==> src/rtl/jk_count_seq_if.sv <==
// Host handshake plus drive/readback wiring between jk_count_seq and its JK flop bank.
// master = host + flop bank side, slave = the sequencer.
interface jk_count_seq_if #(
   parameter int N = 4
);
   logic         start;
   logic         abort;
   logic         up;
   logic [N-1:0] load_val;
   logic [N-1:0] target;
   logic [N-1:0] q_fb;
   logic [N-1:0] j;
   logic [N-1:0] k;
   logic [N-1:0] pre_n;
   logic [N-1:0] clr_n;
   logic         busy;
   logic         done;
   logic         err;

   modport master (
      output start, abort, up, load_val, target, q_fb,
      input  j, k, pre_n, clr_n, busy, done, err
   );

   modport slave (
      input  start, abort, up, load_val, target, q_fb,
      output j, k, pre_n, clr_n, busy, done, err
   );
endinterface

==> src/rtl/jk_count_seq.sv <==
// Sequencer for a bank of N JK flops used as a loadable up/down counter: presets the
// bank to a start value, then toggles it one step per clock until it reads the target.
module jk_count_seq #(
   parameter int N        = 4,
   parameter int LOAD_CYC = 2
) (
   input logic            clk,
   input logic            clr,
   jk_count_seq_if.slave  bus
);
   localparam int           LW       = (LOAD_CYC > 1) ? $clog2(LOAD_CYC) : 1;
   localparam logic [N:0]   STEP_LIM = {1'b1, {N{1'b0}}};

   typedef enum logic [1:0] {
      IDLE,
      LOAD,
      SETTLE,
      COUNT
   } state_t;

   state_t          state_reg, state_next;
   logic            up_reg, up_next;
   logic [N-1:0]    load_reg, load_next;
   logic [N-1:0]    target_reg, target_next;
   logic            err_reg, err_next;
   logic [LW-1:0]   load_cnt_reg, load_cnt_next;
   logic [N:0]      step_reg, step_next;

   logic [N-1:0]    t;
   logic [N-1:0]    j_c, k_c, pre_n_c, clr_n_c;
   logic            busy_c, done_c;
   logic            match;

   // Synchronous-counter toggle enables: bit i flips when every lower bit is 1 (up) or 0 (down).
   assign t[0] = 1'b1;
   generate
      for (genvar gi = 1; gi < N; gi++) begin : g_toggle
         assign t[gi] = up_reg ? (&bus.q_fb[gi-1:0]) : (&(~bus.q_fb[gi-1:0]));
      end
   endgenerate

   assign match = (bus.q_fb == target_reg);

   always_ff @(posedge clk or negedge clr) begin
      if (!clr) begin
         state_reg    <= IDLE;
         up_reg       <= 1'b0;
         load_reg     <= '0;
         target_reg   <= '0;
         err_reg      <= 1'b0;
         load_cnt_reg <= '0;
         step_reg     <= '0;
      end else begin
         state_reg    <= state_next;
         up_reg       <= up_next;
         load_reg     <= load_next;
         target_reg   <= target_next;
         err_reg      <= err_next;
         load_cnt_reg <= load_cnt_next;
         step_reg     <= step_next;
      end
   end

   always_comb begin
      state_next    = state_reg;
      up_next       = up_reg;
      load_next     = load_reg;
      target_next   = target_reg;
      err_next      = err_reg;
      load_cnt_next = load_cnt_reg;
      step_next     = step_reg;
      j_c           = '0;
      k_c           = '0;
      pre_n_c       = '1;
      clr_n_c       = '1;
      busy_c        = 1'b0;
      done_c        = 1'b0;

      unique case (state_reg)
         IDLE: begin
            if (bus.start) begin
               up_next       = bus.up;
               load_next     = bus.load_val;
               target_next   = bus.target;
               err_next      = 1'b0;
               load_cnt_next = '0;
               state_next    = LOAD;
            end
         end

         LOAD: begin
            busy_c = 1'b1;
            if (bus.abort) begin
               state_next = IDLE;
            end else begin
               // Exactly one of pre_n/clr_n is low per bit, so a flop never sees both.
               pre_n_c = ~load_reg;
               clr_n_c = load_reg;
               if (load_cnt_reg == LW'(LOAD_CYC - 1)) begin
                  state_next = SETTLE;
               end else begin
                  load_cnt_next = load_cnt_reg + LW'(1);
               end
            end
         end

         SETTLE: begin
            busy_c = 1'b1;
            if (bus.abort) begin
               state_next = IDLE;
            end else if (bus.q_fb != load_reg) begin
               err_next   = 1'b1;
               state_next = IDLE;
            end else if (match) begin
               done_c     = 1'b1;
               state_next = IDLE;
            end else begin
               step_next  = '0;
               state_next = COUNT;
            end
         end

         COUNT: begin
            busy_c = 1'b1;
            if (bus.abort) begin
               state_next = IDLE;
            end else if ((step_reg == STEP_LIM) && !match) begin
               // A full lap of the counter without reaching target: the bank is not following.
               err_next   = 1'b1;
               state_next = IDLE;
            end else if (match) begin
               done_c     = 1'b1;
               state_next = IDLE;
            end else begin
               j_c        = t;
               k_c        = t;
               step_next  = step_reg + (N + 1)'(1);
            end
         end

         default: begin
            state_next = IDLE;
         end
      endcase
   end

   assign bus.j     = j_c;
   assign bus.k     = k_c;
   assign bus.pre_n = pre_n_c;
   assign bus.clr_n = clr_n_c;
   assign bus.busy  = busy_c;
   assign bus.done  = done_c;
   assign bus.err   = err_reg;
endmodule

==> src/flat_wrapper.sv <==
// flat-port wrapper written by rule: the top's interface ports become plain ports
module jk_count_seq_flat 
#(
   parameter int N        = 4,
   parameter int LOAD_CYC = 2
)
  (clk, clr, bus_start, bus_abort, bus_up, bus_load_val, bus_target, bus_q_fb, bus_j, bus_k, bus_pre_n, bus_clr_n, bus_busy, bus_done, bus_err);
  jk_count_seq_if #(.N(N)) bus_i ();
  input logic clk;
  input logic clr;
  input wire logic [$bits(bus_i.start)-1:0] bus_start;
  input wire logic [$bits(bus_i.abort)-1:0] bus_abort;
  input wire logic [$bits(bus_i.up)-1:0] bus_up;
  input wire logic [$bits(bus_i.load_val)-1:0] bus_load_val;
  input wire logic [$bits(bus_i.target)-1:0] bus_target;
  input wire logic [$bits(bus_i.q_fb)-1:0] bus_q_fb;
  output wire logic [$bits(bus_i.j)-1:0] bus_j;
  output wire logic [$bits(bus_i.k)-1:0] bus_k;
  output wire logic [$bits(bus_i.pre_n)-1:0] bus_pre_n;
  output wire logic [$bits(bus_i.clr_n)-1:0] bus_clr_n;
  output wire logic [$bits(bus_i.busy)-1:0] bus_busy;
  output wire logic [$bits(bus_i.done)-1:0] bus_done;
  output wire logic [$bits(bus_i.err)-1:0] bus_err;
  assign bus_i.start = bus_start;
  assign bus_i.abort = bus_abort;
  assign bus_i.up = bus_up;
  assign bus_i.load_val = bus_load_val;
  assign bus_i.target = bus_target;
  assign bus_i.q_fb = bus_q_fb;
  assign bus_j = bus_i.j;
  assign bus_k = bus_i.k;
  assign bus_pre_n = bus_i.pre_n;
  assign bus_clr_n = bus_i.clr_n;
  assign bus_busy = bus_i.busy;
  assign bus_done = bus_i.done;
  assign bus_err = bus_i.err;
  jk_count_seq #(.N(N), .LOAD_CYC(LOAD_CYC)) u_core (.clk(clk), .clr(clr), .bus(bus_i));
endmodule
==> config.mk <==
export PLATFORM = sky130hd
export DESIGN_NAME = jk_count_seq_flat
export DESIGN_NICKNAME = d
export VERILOG_FILES = /design/src/rtl/jk_count_seq_if.sv /design/src/rtl/jk_count_seq.sv /design/src/flat_wrapper.sv
export SDC_FILE = /design/constraint.sdc
export NUM_CORES = 1
export LEC_CHECK = 0
export BUFFER_PORTS_ARGS = -buffer_cell sky130_fd_sc_hd__clkbuf_2
export CORE_MARGIN = 2
export CORE_UTILIZATION = 49
export CTS_CLUSTER_DIAMETER = 100
export DETAILED_ROUTE_END_ITERATION = 7
export PLACE_DENSITY = 0.78
export REMOVE_ABC_BUFFERS = 1
export SLEW_MARGIN = 20
export SYNTH_ARGS = -nofsm -noshare
export SYNTH_HDL_FRONTEND = slang
export SYNTH_SLANG_ARGS = --single-unit
==> constraint.sdc <==
create_clock -name clk -period 1.9 [get_ports clk]
set_input_delay 0.095 -clock clk [delete_from_list [all_inputs] [get_ports clk]]
set_output_delay 0.095 -clock clk [all_outputs]
set_load 0.01 [all_outputs]
==> metrics.cfg, run 1 <==
[placed_design]
gp_congestion=0.873
numPortBuffers=35
hpwl_um=1910

[clock_network]
clock-root-buffer=clkbuf_4
path_clk_slew_ns=0.10
clock-sinks=18
cts_tree=built
clock_latency_ns=0.28
htreeDepth=1
cts.path.max_buffers=2
cts_buffers=3

[yosys]
synth_top_area_share_pct=40.7
synth_area_leaders=dfrtp_1, nand2_1, xnor2_1
synthCells=123
synthDistinctLibCells=35
seq_area_frac_synth_pct=40.7
syn_avg_cell_area_sq_um=8.99
syn_area_sq_um=1110
ys.warnings.count=0
synth-seq-cells=18
yosysTopAreaCell=dfrtp_1

[cells_and_area]
diodes=0
fin_nets=190
area_delta_synth_final_pct=32.5
final_cell_mix=nand2_1, clkbuf_2, dfrtp_1
largest_reg_flops=5
final_common_cell=nand2_1
final_util_pct=67.5
layout-drive-gt1-share_pct=35.5

[global_routing]
grt_pass1_vias=1014
grt_max_degree=19
grt_pass1_wl_um=4440
grt-ovfl-total=0
grt_usage_pct=22.7
antenna_found_initial=0

[outcome]
status=finished, violations left
violations=negative setup slack

[sta]
setup_ws_ns=-0.0240
post-route-period-util_pct=101
finalClockSkew_ns=0.00264
hold_viol=0
worstMarginPinSlew_ns=0.439
setup_viol=6
finalCriticalPeriod_ns=1.92
drv_slew=0
slew_headroom_pct=70.7
rsz0062_at_grt=true
max_freq_mhz=520
setup_tns_ns=-0.0806

[min_path]
hold_path_class=in2reg
hold_depth=3

[setup_path]
criticalPathCategory=reg2out
critPathArrivalTime_ns=1.83
r2r_cells=7
worstSetupStartpointType=flip-flop
worstPathMaxFanout=4
endpoint_kind=output pin
rrSetupSlack_ns=0.24
cp.required_ns=1.80

[routing]
drtIter0Drc=24
routed-wl-met3_um=89
met1Wirelength_um=1070
vias=1056
wl_per_cell_um=13.5
routed_wl_um=2670
drcViolationCount=0
first_pass_iters=4
met2_wirelength_um=1450
top_layer=met4
via_per_inst=5.36
antenna_left=0

[power_and_ir_drop]
p_total_mw=1.73
p_per_area_nw_per_um2=1180
switchingPower_uw=711
p_int_mw=1.02
seq_power_share_pct=41.5
power_frac_clock_pct=10.6
switching_share_pct=41.2
irDropWorstVdd_mv=0.835
p_leak_nw=0.744
combPwrFrac_pct=47.9

[die]
start_util_pct=51.0
coreArea_sq_um=2170
die_w_um=51.5
row_count=17
chipHeight_um=51.5
pin_count=36
die_area_sq_um=2650

[flow_run]
cap_viol_max_count=0

[critical path: stages (launching register included)]
cell      delay (ns)
dfrtp_1         0.37
inv_2           0.06
ha_4            0.15
nor4bb_4        0.14
or3_4           0.37
nand2b_4        0.18
a21oi_4         0.12
buf_2           0.15
[metal layers]
| metal | up-vias | global-route usage [%] |
|---|---|---|
| li1 | 499 | - |
| met1 | 521 | 27.2 |
| met2 | 30 | 40.8 |
| met5 | - | 0 |
| met4 | 0 | 11.4 |
| met3 | 6 | 1.72 |
[synthesized netlist by cell type (all sizes together)]
| library cell | number |
|---|---|
| nand2 | 38 |
| dfrtp | 18 |
| xnor2 | 8 |
| buf | 5 |
| inv | 5 |
| nand2b | 5 |
| o21ai | 5 |
| a21oi | 4 |
| nand4 | 4 |
| nor3b | 4 |
| and3 | 3 |
| clkbuf | 3 |
| o22a | 3 |
| ha | 2 |
| nand3 | 2 |
| nor2 | 2 |
| or3 | 2 |
| a21o | 1 |
| a41o | 1 |
| and2 | 1 |
| and2b | 1 |
| and4 | 1 |
| mux2 | 1 |
| mux2i | 1 |
| nor4bb | 1 |
| or4 | 1 |
| xor2 | 1 |
[cell families after synthesis]
family,after synthesis,synth area share (%)
DFF,18,40.7
buffers and inverters,13,6.45
and+or+nand+nor,65,33.4
xor gates and xnor gates,9,7.13
AOI/OAI and AO/OA,14,8.15
muxes,2,1.92
adders and majority gates,2,2.26
[path summary, 6_finish.rpt]
check | from | endpoint
max | u_core.step_reg[1]$_DFFE_PN0P_ | bus_k[3]
min | bus_up | u_core.up_reg$_DFFE_PN0P_
max reg2reg | u_core.step_reg[1]$_DFFE_PN0P_ | u_core.step_reg[2]$_DFFE_PN0P_
min reg2reg | u_core.load_cnt_reg$_DFFE_PN0P_ | u_core.load_cnt_reg$_DFFE_PN0P_
max in group asynchronous | clr | u_core.step_reg[4]$_DFFE_PN0P_
min in group asynchronous | clr | u_core.load_reg[0]$_DFFE_PN0P_
[power groups by stage]
stage	registers, mW	clock network (mW)	logic, mW
2_1_floorplan	0.686	0	0.503
3_3_place_gp	0.714	0	0.671
3_5_place_dp	0.727	0	0.704
4_1_cts	0.712	0.189	0.786
5_1_grt	0.734	0.213	0.929
6_report	0.716	0.184	0.826
[what timing repair did]
action                                  4_1_cts  5_1_grt
hold endpoints to repair                     25        1
resized for setup                             5       10
buffers inserted                              5        1
pin swaps                                     1        1
endpoints found under the setup margin        8        8
hold buffers                                  8        1
[through the flow]
stage | std cells | hold WS [ns] | setup WS, ns | instance area, sq um
after floorplan | 115 | -0.201 | 0.185 | 1050
after global placement | 179 | 0.0609 | 0.217 | 1270
after detailed placement | 179 | 0.0574 | 0.135 | 1270
after CTS | 195 | 0.00203 | -0.0617 | 1420
after global routing | 197 | 0.0126 | -0.121 | 1470
final | 197 | 0.00536 | -0.0240 | 1470
[final cells by class]
| cell class | count | area [sq um] |
|---|---|---|
| fill | 186 | 704 |
| multi-input combinational | 92 | 614 |
| sequential | 18 | 450 |
| timing repair buffer | 51 | 324 |
| tap | 28 | 35.0 |
| clock buffer | 3 | 22.5 |
| inverter | 5 | 18.8 |
(Power assumes the default switching activity.)
==> inputs of run 2 (changes only) <==
SETUP_SLACK_MARGIN = 0.05   (was default)
==> run 2 against run 1 <==
The flow finishes with violations (negative hold slack, negative setup slack); die area is the same; register-to-register slack worse by 0.03 ns; sequential cell count unchanged; critical path depth is the same; design area up 0.51%; sequential share of layout area fell by 0.16 points; worst setup slack worse by 0.010 ns; global-route usage hardly changed.
==> metrics.cfg, run 2 (same netlist as run 1, synthesis figures left out) <==
[sta]
post-route-period-util_pct=102  ; was 101%
finalCriticalPeriod_ns=1.93  ; was 1.92 ns
hold_viol=1  ; was 0
drv_slew=0  ; unchanged
hold_slack_ns=-0.0000808  ; was 0.00536 ns
finalClockSkew_ns=0.00310  ; was 0.00264 ns
slew_headroom_pct=70.7  ; about the same
setup_ws_ns=-0.0342  ; was -0.0240 ns
max_freq_mhz=517  ; was 520 MHz
setup_viol=6  ; unchanged
worstMarginPinSlew_ns=0.439  ; about the same
rsz0062_at_grt=true  ; unchanged

[die]
row_count=17  ; unchanged
chipHeight_um=51.5  ; unchanged
coreArea_sq_um=2170  ; unchanged
start_util_pct=51.0  ; unchanged
die_area_sq_um=2650  ; unchanged
die_w_um=51.5  ; unchanged
pin_count=36  ; unchanged

[setup_path]
worstSetupStartpointType=flip-flop  ; unchanged
rrSetupSlack_ns=0.21  ; was 0.24 ns
worstPathMaxFanout=4  ; unchanged
criticalPathCategory=reg2out  ; unchanged
cp.required_ns=1.80  ; about the same
rr_startpoint=u_core.step_reg[0]$_DFFE_PN0P_  ; was u_core.step_reg[1]$_DFFE_PN0P_
cp_slowest_stage_delay_ns=0.38  ; was 0.37 ns
critPathBufInv=2  ; unchanged
critPathArrivalTime_ns=1.84  ; was 1.83 ns
cp_top_family=simple AND/OR/NAND/NOR gates  ; unchanged
path_cells=inv_2 -> ha_4 -> nor4bb_4 -> or3_4 -> nand2b_4 -> a21oi_4 -> buf_2  ; unchanged
cp_slowest_cell=dfrtp_1  ; unchanged
endpoint_kind=output pin  ; unchanged
r2r_cells=8  ; was 7
rr_endpoint=u_core.step_reg[0]$_DFFE_PN0P_  ; was u_core.step_reg[2]$_DFFE_PN0P_

[global_routing]
grt_max_degree=19  ; unchanged
grt_pass1_vias=1020  ; was 1014
antenna_found_initial=0  ; unchanged
grt_pass1_wl_um=4450  ; was 4440 um
grt_usage_pct=22.7  ; about the same
grt-ovfl-total=0  ; unchanged

[clock_network]
cts_buffers=3  ; unchanged
clock-root-buffer=clkbuf_4  ; unchanged
htreeDepth=1  ; unchanged
cts_tree=built  ; unchanged
path_clk_slew_ns=0.10  ; about the same
clock-sinks=18  ; unchanged
clock_latency_ns=0.29  ; was 0.28 ns
cts.path.max_buffers=2  ; unchanged

[routing]
vias=1062  ; was 1056
drtIter0Drc=23  ; was 24
via_per_inst=5.36  ; about the same
antenna_left=0  ; unchanged
routed_wl_um=2670  ; about the same
drcViolationCount=0  ; unchanged
first_pass_iters=4  ; unchanged
wl_per_cell_um=13.5  ; about the same

[outcome]
violations=negative hold slack, negative setup slack  ; was negative setup slack
status=finished, violations left  ; unchanged

[min_path]
hold_end=u_core.up_reg$_DFFE_PN0P_  ; unchanged
hold_path_class=in2reg  ; unchanged
hold_depth=3  ; unchanged
hp-start=bus_up  ; unchanged

[power_and_ir_drop]
p_leak_nw=0.749  ; was 0.744 nW
p_total_mw=1.73  ; about the same
p_per_area_nw_per_um2=1180  ; about the same
switchingPower_uw=714  ; was 711 uW
p_int_mw=1.02  ; about the same
seq_power_share_pct=41.4  ; was 41.5%
combPwrFrac_pct=47.8  ; was 47.9%
irDropWorstVdd_mv=0.837  ; was 0.835 mV
switching_share_pct=41.2  ; about the same
power_frac_clock_pct=10.8  ; was 10.6%

[cells_and_area]
final_cell_mix=nand2_1, clkbuf_2, dfrtp_1  ; unchanged
final_util_pct=67.9  ; was 67.5%
final_common_cell=nand2_1  ; unchanged
fillCellCount=186  ; unchanged
layout-drive-gt1-share_pct=35.9  ; was 35.5%
area_delta_synth_final_pct=33.1  ; was 32.5%
largest_reg_flops=5  ; unchanged
diodes=0  ; unchanged
fin_nets=191  ; was 190

[flow_run]
cap_viol_max_count=0  ; unchanged

[placed_design]
numPortBuffers=35  ; unchanged
gp_congestion=0.873  ; unchanged
hpwl_um=1910  ; unchanged
pre_cts_ws_ns=0.135  ; unchanged

-- run 2: changes by cell type in the layout (fill, tap and decap cells not counted) --
cell   delta
buf_4     +1
-- run 2: through the flow --
stage / TNS, ns / cell area [sq um] / std cells / hold WS [ns]
2_1_floorplan: 0 / 1050 / 115 / -0.201
3_3_place_gp: 0 / 1270 / 179 / 0.0609
3_5_place_dp: 0 / 1270 / 179 / 0.0574
4_1_cts: -0.271 / 1430 / 196 / 0.00203
5_1_grt: -0.742 / 1470 / 198 / 0.0126
6_report: -0.142 / 1470 / 198 / -0.0000808
-- run 2: repair_timing --
action                                  4_1_cts  5_1_grt
resized for setup                             5       10
hold buffers                                  8        1
pin swaps                                     1        1
setup buffers                                 6        1
hold endpoints to repair                     25        1
endpoints found under the setup margin        8        8
-- run 2: layout make-up --
class	count	area, sq um	area share [%]
well taps	28	35.0	2.38
clock buffers	3	22.5	1.53
repair buffers	52	332	22.5
multi-input cells	92	614	41.7
inverters	5	18.8	1.27
flip-flops and latches	18	450	30.6
-- run 2: power groups by stage --
stage | Combinational, mW | Clock [mW] | Sequential, mW
2_1_floorplan | 0.503 | 0 | 0.686
3_3_place_gp | 0.671 | 0 | 0.714
3_5_place_dp | 0.704 | 0 | 0.727
4_1_cts | 0.788 | 0.189 | 0.712
5_1_grt | 0.931 | 0.213 | 0.734
6_report | 0.829 | 0.187 | 0.717
-- run 2: worst max path at each step --
stage                                    from        to  slack, ns  cells after the start
2_1_floorplan  u_core.step_reg[0]$_DFFE_PN0P_  bus_j[2]       0.18                      6
3_3_place_gp   u_core.step_reg[0]$_DFFE_PN0P_  bus_k[3]       0.22                      7
3_5_place_dp   u_core.step_reg[0]$_DFFE_PN0P_  bus_k[3]       0.13                      7
4_1_cts        u_core.step_reg[1]$_DFFE_PN0P_  bus_k[3]      -0.06                      7
5_1_grt        u_core.step_reg[1]$_DFFE_PN0P_  bus_k[2]      -0.13                      7
6_report       u_core.step_reg[1]$_DFFE_PN0P_  bus_k[3]      -0.03                      7
-- run 2: worst min-delay path, delay by kind of cell --
kind / cells / cell delay [ns]
simple gates: 2 / 0.09
buf+inv: 1 / 0.08
-- run 2: layer usage --
metal	GRT usage (%)	vias up	wire, um
li1	-	501	-
met1	26.9	520	1070
met2	41.0	33	1440
met3	1.72	8	93
met4	11.4	0	74
met5	0	-	0
==> inputs of run 3 (changes only) <==
CORE_UTILIZATION = 50   (was 49)
CTS_BUF_LIST = sky130_fd_sc_hd__clkbuf_8   (was default)
GPL_TIMING_DRIVEN = 0   (was default)
PLACE_DENSITY = 0.79   (was 0.78)
==> run 3 against run 2 <==
The flow now finishes without violations; clock power is 70% higher; sequential power is 0.7% higher; via count is 3.4% lower; cell count is 4.0% lower.
==> metrics.cfg, run 3 (same netlist as run 1, synthesis figures left out) <==
[setup_path]
rr_endpoint=u_core.step_reg[4]$_DFFE_PN0P_  ; was u_core.step_reg[0]$_DFFE_PN0P_
worstSetupStartpointType=flip-flop  ; unchanged
endpoint_kind=output pin  ; unchanged
startpoint=u_core.step_reg[1]$_DFFE_PN0P_  ; unchanged
cp_slowest_cell=or3_4  ; was dfrtp_1
path_cells=inv_2 -> ha_4 -> nor4bb_4 -> or3_4 -> nand2b_4 -> a21oi_2 -> buf_2  ; was inv_2 -> ha_4 -> nor4bb_4 -> or3_4 -> nand2b_4 -> a21oi_4 -> buf_2
rrSetupSlack_ns=0.17  ; was 0.21 ns
cp_slowest_stage_delay_ns=0.38  ; about the same
criticalPathCategory=reg2out  ; unchanged
r2r_cells=7  ; was 8
critPathArrivalTime_ns=1.79  ; was 1.84 ns
worstPathMaxFanout=4  ; unchanged
cp.required_ns=1.80  ; about the same
rr_startpoint=u_core.step_reg[1]$_DFFE_PN0P_  ; was u_core.step_reg[0]$_DFFE_PN0P_

[placed_design]
pre_cts_ws_ns=0.154  ; was 0.135 ns
gp_congestion=0.806  ; was 0.873
dpl_cell_area_sq_um=1260  ; was 1270 sq um
numPortBuffers=35  ; unchanged
hpwl_um=1770  ; was 1910 um

[cells_and_area]
final_cell_mix=nand2_1, clkbuf_2, dfrtp_1  ; unchanged
fin_nets=182  ; was 191
layout-drive-gt1-share_pct=38.9  ; was 35.9%
area_delta_synth_final_pct=27.9  ; was 33.1%
final_common_cell=nand2_1  ; unchanged
diodes=0  ; unchanged
design_area_sq_um=1420  ; was 1470 sq um
largest_reg_flops=5  ; unchanged

[die]
die_w_um=51.0  ; was 51.5 um
die_area_sq_um=2600  ; was 2650 sq um
row_count=17  ; unchanged
chipHeight_um=51.0  ; was 51.5 um
pin_count=36  ; unchanged
coreArea_sq_um=2150  ; was 2170 sq um
start_util_pct=51.5  ; was 51.0%

[global_routing]
grt_max_degree=19  ; unchanged
grt-ovfl-total=0  ; unchanged
grt_pass1_wl_um=4370  ; was 4450 um
grt_pass1_vias=977  ; was 1020
antenna_found_initial=0  ; unchanged
grt_usage_pct=22.8  ; was 22.7%

[routing]
antenna_left=0  ; unchanged
drtIter0Drc=24  ; was 23
first_pass_iters=4  ; unchanged
vias=1026  ; was 1062
via_per_inst=5.40  ; was 5.36
drcViolationCount=0  ; unchanged
routed_wl_um=2670  ; about the same
wl_per_cell_um=14.1  ; was 13.5 um

[sta]
worstMarginPinSlew_ns=0.608  ; was 0.439 ns
max_freq_mhz=529  ; was 517 MHz
finalCriticalPeriod_ns=1.89  ; was 1.93 ns
setup_viol=0  ; was 6
setup_ws_ns=0.0101  ; was -0.0342 ns
drv_slew=0  ; unchanged
hold_viol=0  ; was 1
finalClockSkew_ns=0.00113  ; was 0.00310 ns
setup_tns_ns=0  ; was -0.142 ns
post-route-period-util_pct=99.5  ; was 102%
slew_headroom_pct=59.3  ; was 70.7%
rsz0062_at_grt=true  ; unchanged

[clock_network]
cts.path.max_buffers=2  ; unchanged
clock-sinks=18  ; unchanged
cts_buffers=3  ; unchanged
cts_tree=built  ; unchanged
path_clk_slew_ns=0.07  ; was 0.10 ns
clock-root-buffer=clkbuf_8  ; was clkbuf_4
clock_latency_ns=0.26  ; was 0.29 ns
htreeDepth=1  ; unchanged

[flow_run]
cap_viol_max_count=0  ; unchanged

[power_and_ir_drop]
irDropWorstVdd_mv=0.830  ; was 0.837 mV
p_total_mw=1.85  ; was 1.73 mW
p_leak_nw=0.726  ; was 0.749 nW
p_per_area_nw_per_um2=1300  ; was 1180 nW/um^2

[min_path]
hp-start=bus_load_val[2]  ; was bus_up
hold_path_class=in2reg  ; unchanged
hold_depth=3  ; unchanged
hold_end=u_core.load_reg[2]$_DFFE_PN0P_  ; was u_core.up_reg$_DFFE_PN0P_

[outcome]
status=finished, final reports clean  ; was finished, violations left

## run 3: where the power goes
group | total [mW] | leakage (nW) | switching, mW | internal, mW
sequential | 0.722 | 0.227 | 0.176 | 0.547
clock | 0.317 | 0.0288 | 0.132 | 0.184
combinational | 0.806 | 0.471 | 0.424 | 0.383
## run 3: routing by layer
layer	global-route usage [%]	up-vias	wire (um)
met5	0	-	0
met3	4.09	11	155
li1	-	484	-
met2	40.0	40	1390
met1	26.4	491	1040
met4	11.7	0	78
## run 3: worst max path at each step
| stage | end | slack, ns | cells past startpoint |
|---|---|---|---|
| 4_1_cts | bus_k[3] | 0.003 | 7 |
| 2_1_floorplan | bus_j[2] | 0.18 | 6 |
| 3_5_place_dp | bus_k[3] | 0.15 | 7 |
| 6_report | bus_k[3] | 0.01 | 7 |
| 3_3_place_gp | bus_k[3] | 0.18 | 7 |
| 5_1_grt | bus_j[3] | -0.07 | 7 |
## run 3: area by class of cell
type                       instances  area [sq um]
tap                               28          35.0
sequential                        18           450
inverter                           5          18.8
clock buffer                       4          55.1
timing repair buffer              43           244
fill                             174           733
multi-input combinational         92           612
## run 3: repair_timing
action	CTS	global route
pin swaps	1	2
hold buffers	1	0
setup buffers	4	3
endpoints found under the setup margin	16	9
resized for setup	5	11
hold endpoints to repair	18	0
## run 3: stage by stage
stage	utilization, %	hold WS [ns]	instances
floorplan	-	-0.201	115
global placement	58.8	0.0541	178
detailed placement	58.8	0.0614	178
CTS	64.1	0.0204	187
global route	65.9	0.0362	190
finish	65.9	0.0220	190
## run 3: worst max-delay path: cells and delay by family (launching register included)
family | cells | cell delay, ns
flip-flops | 1 | 0.36
AND/OR/NAND/NOR | 3 | 0.71
buffers and inverters | 2 | 0.20
adder cells (fa/ha/maj) | 1 | 0.15
AO/OA/AOI/OAI | 1 | 0.12
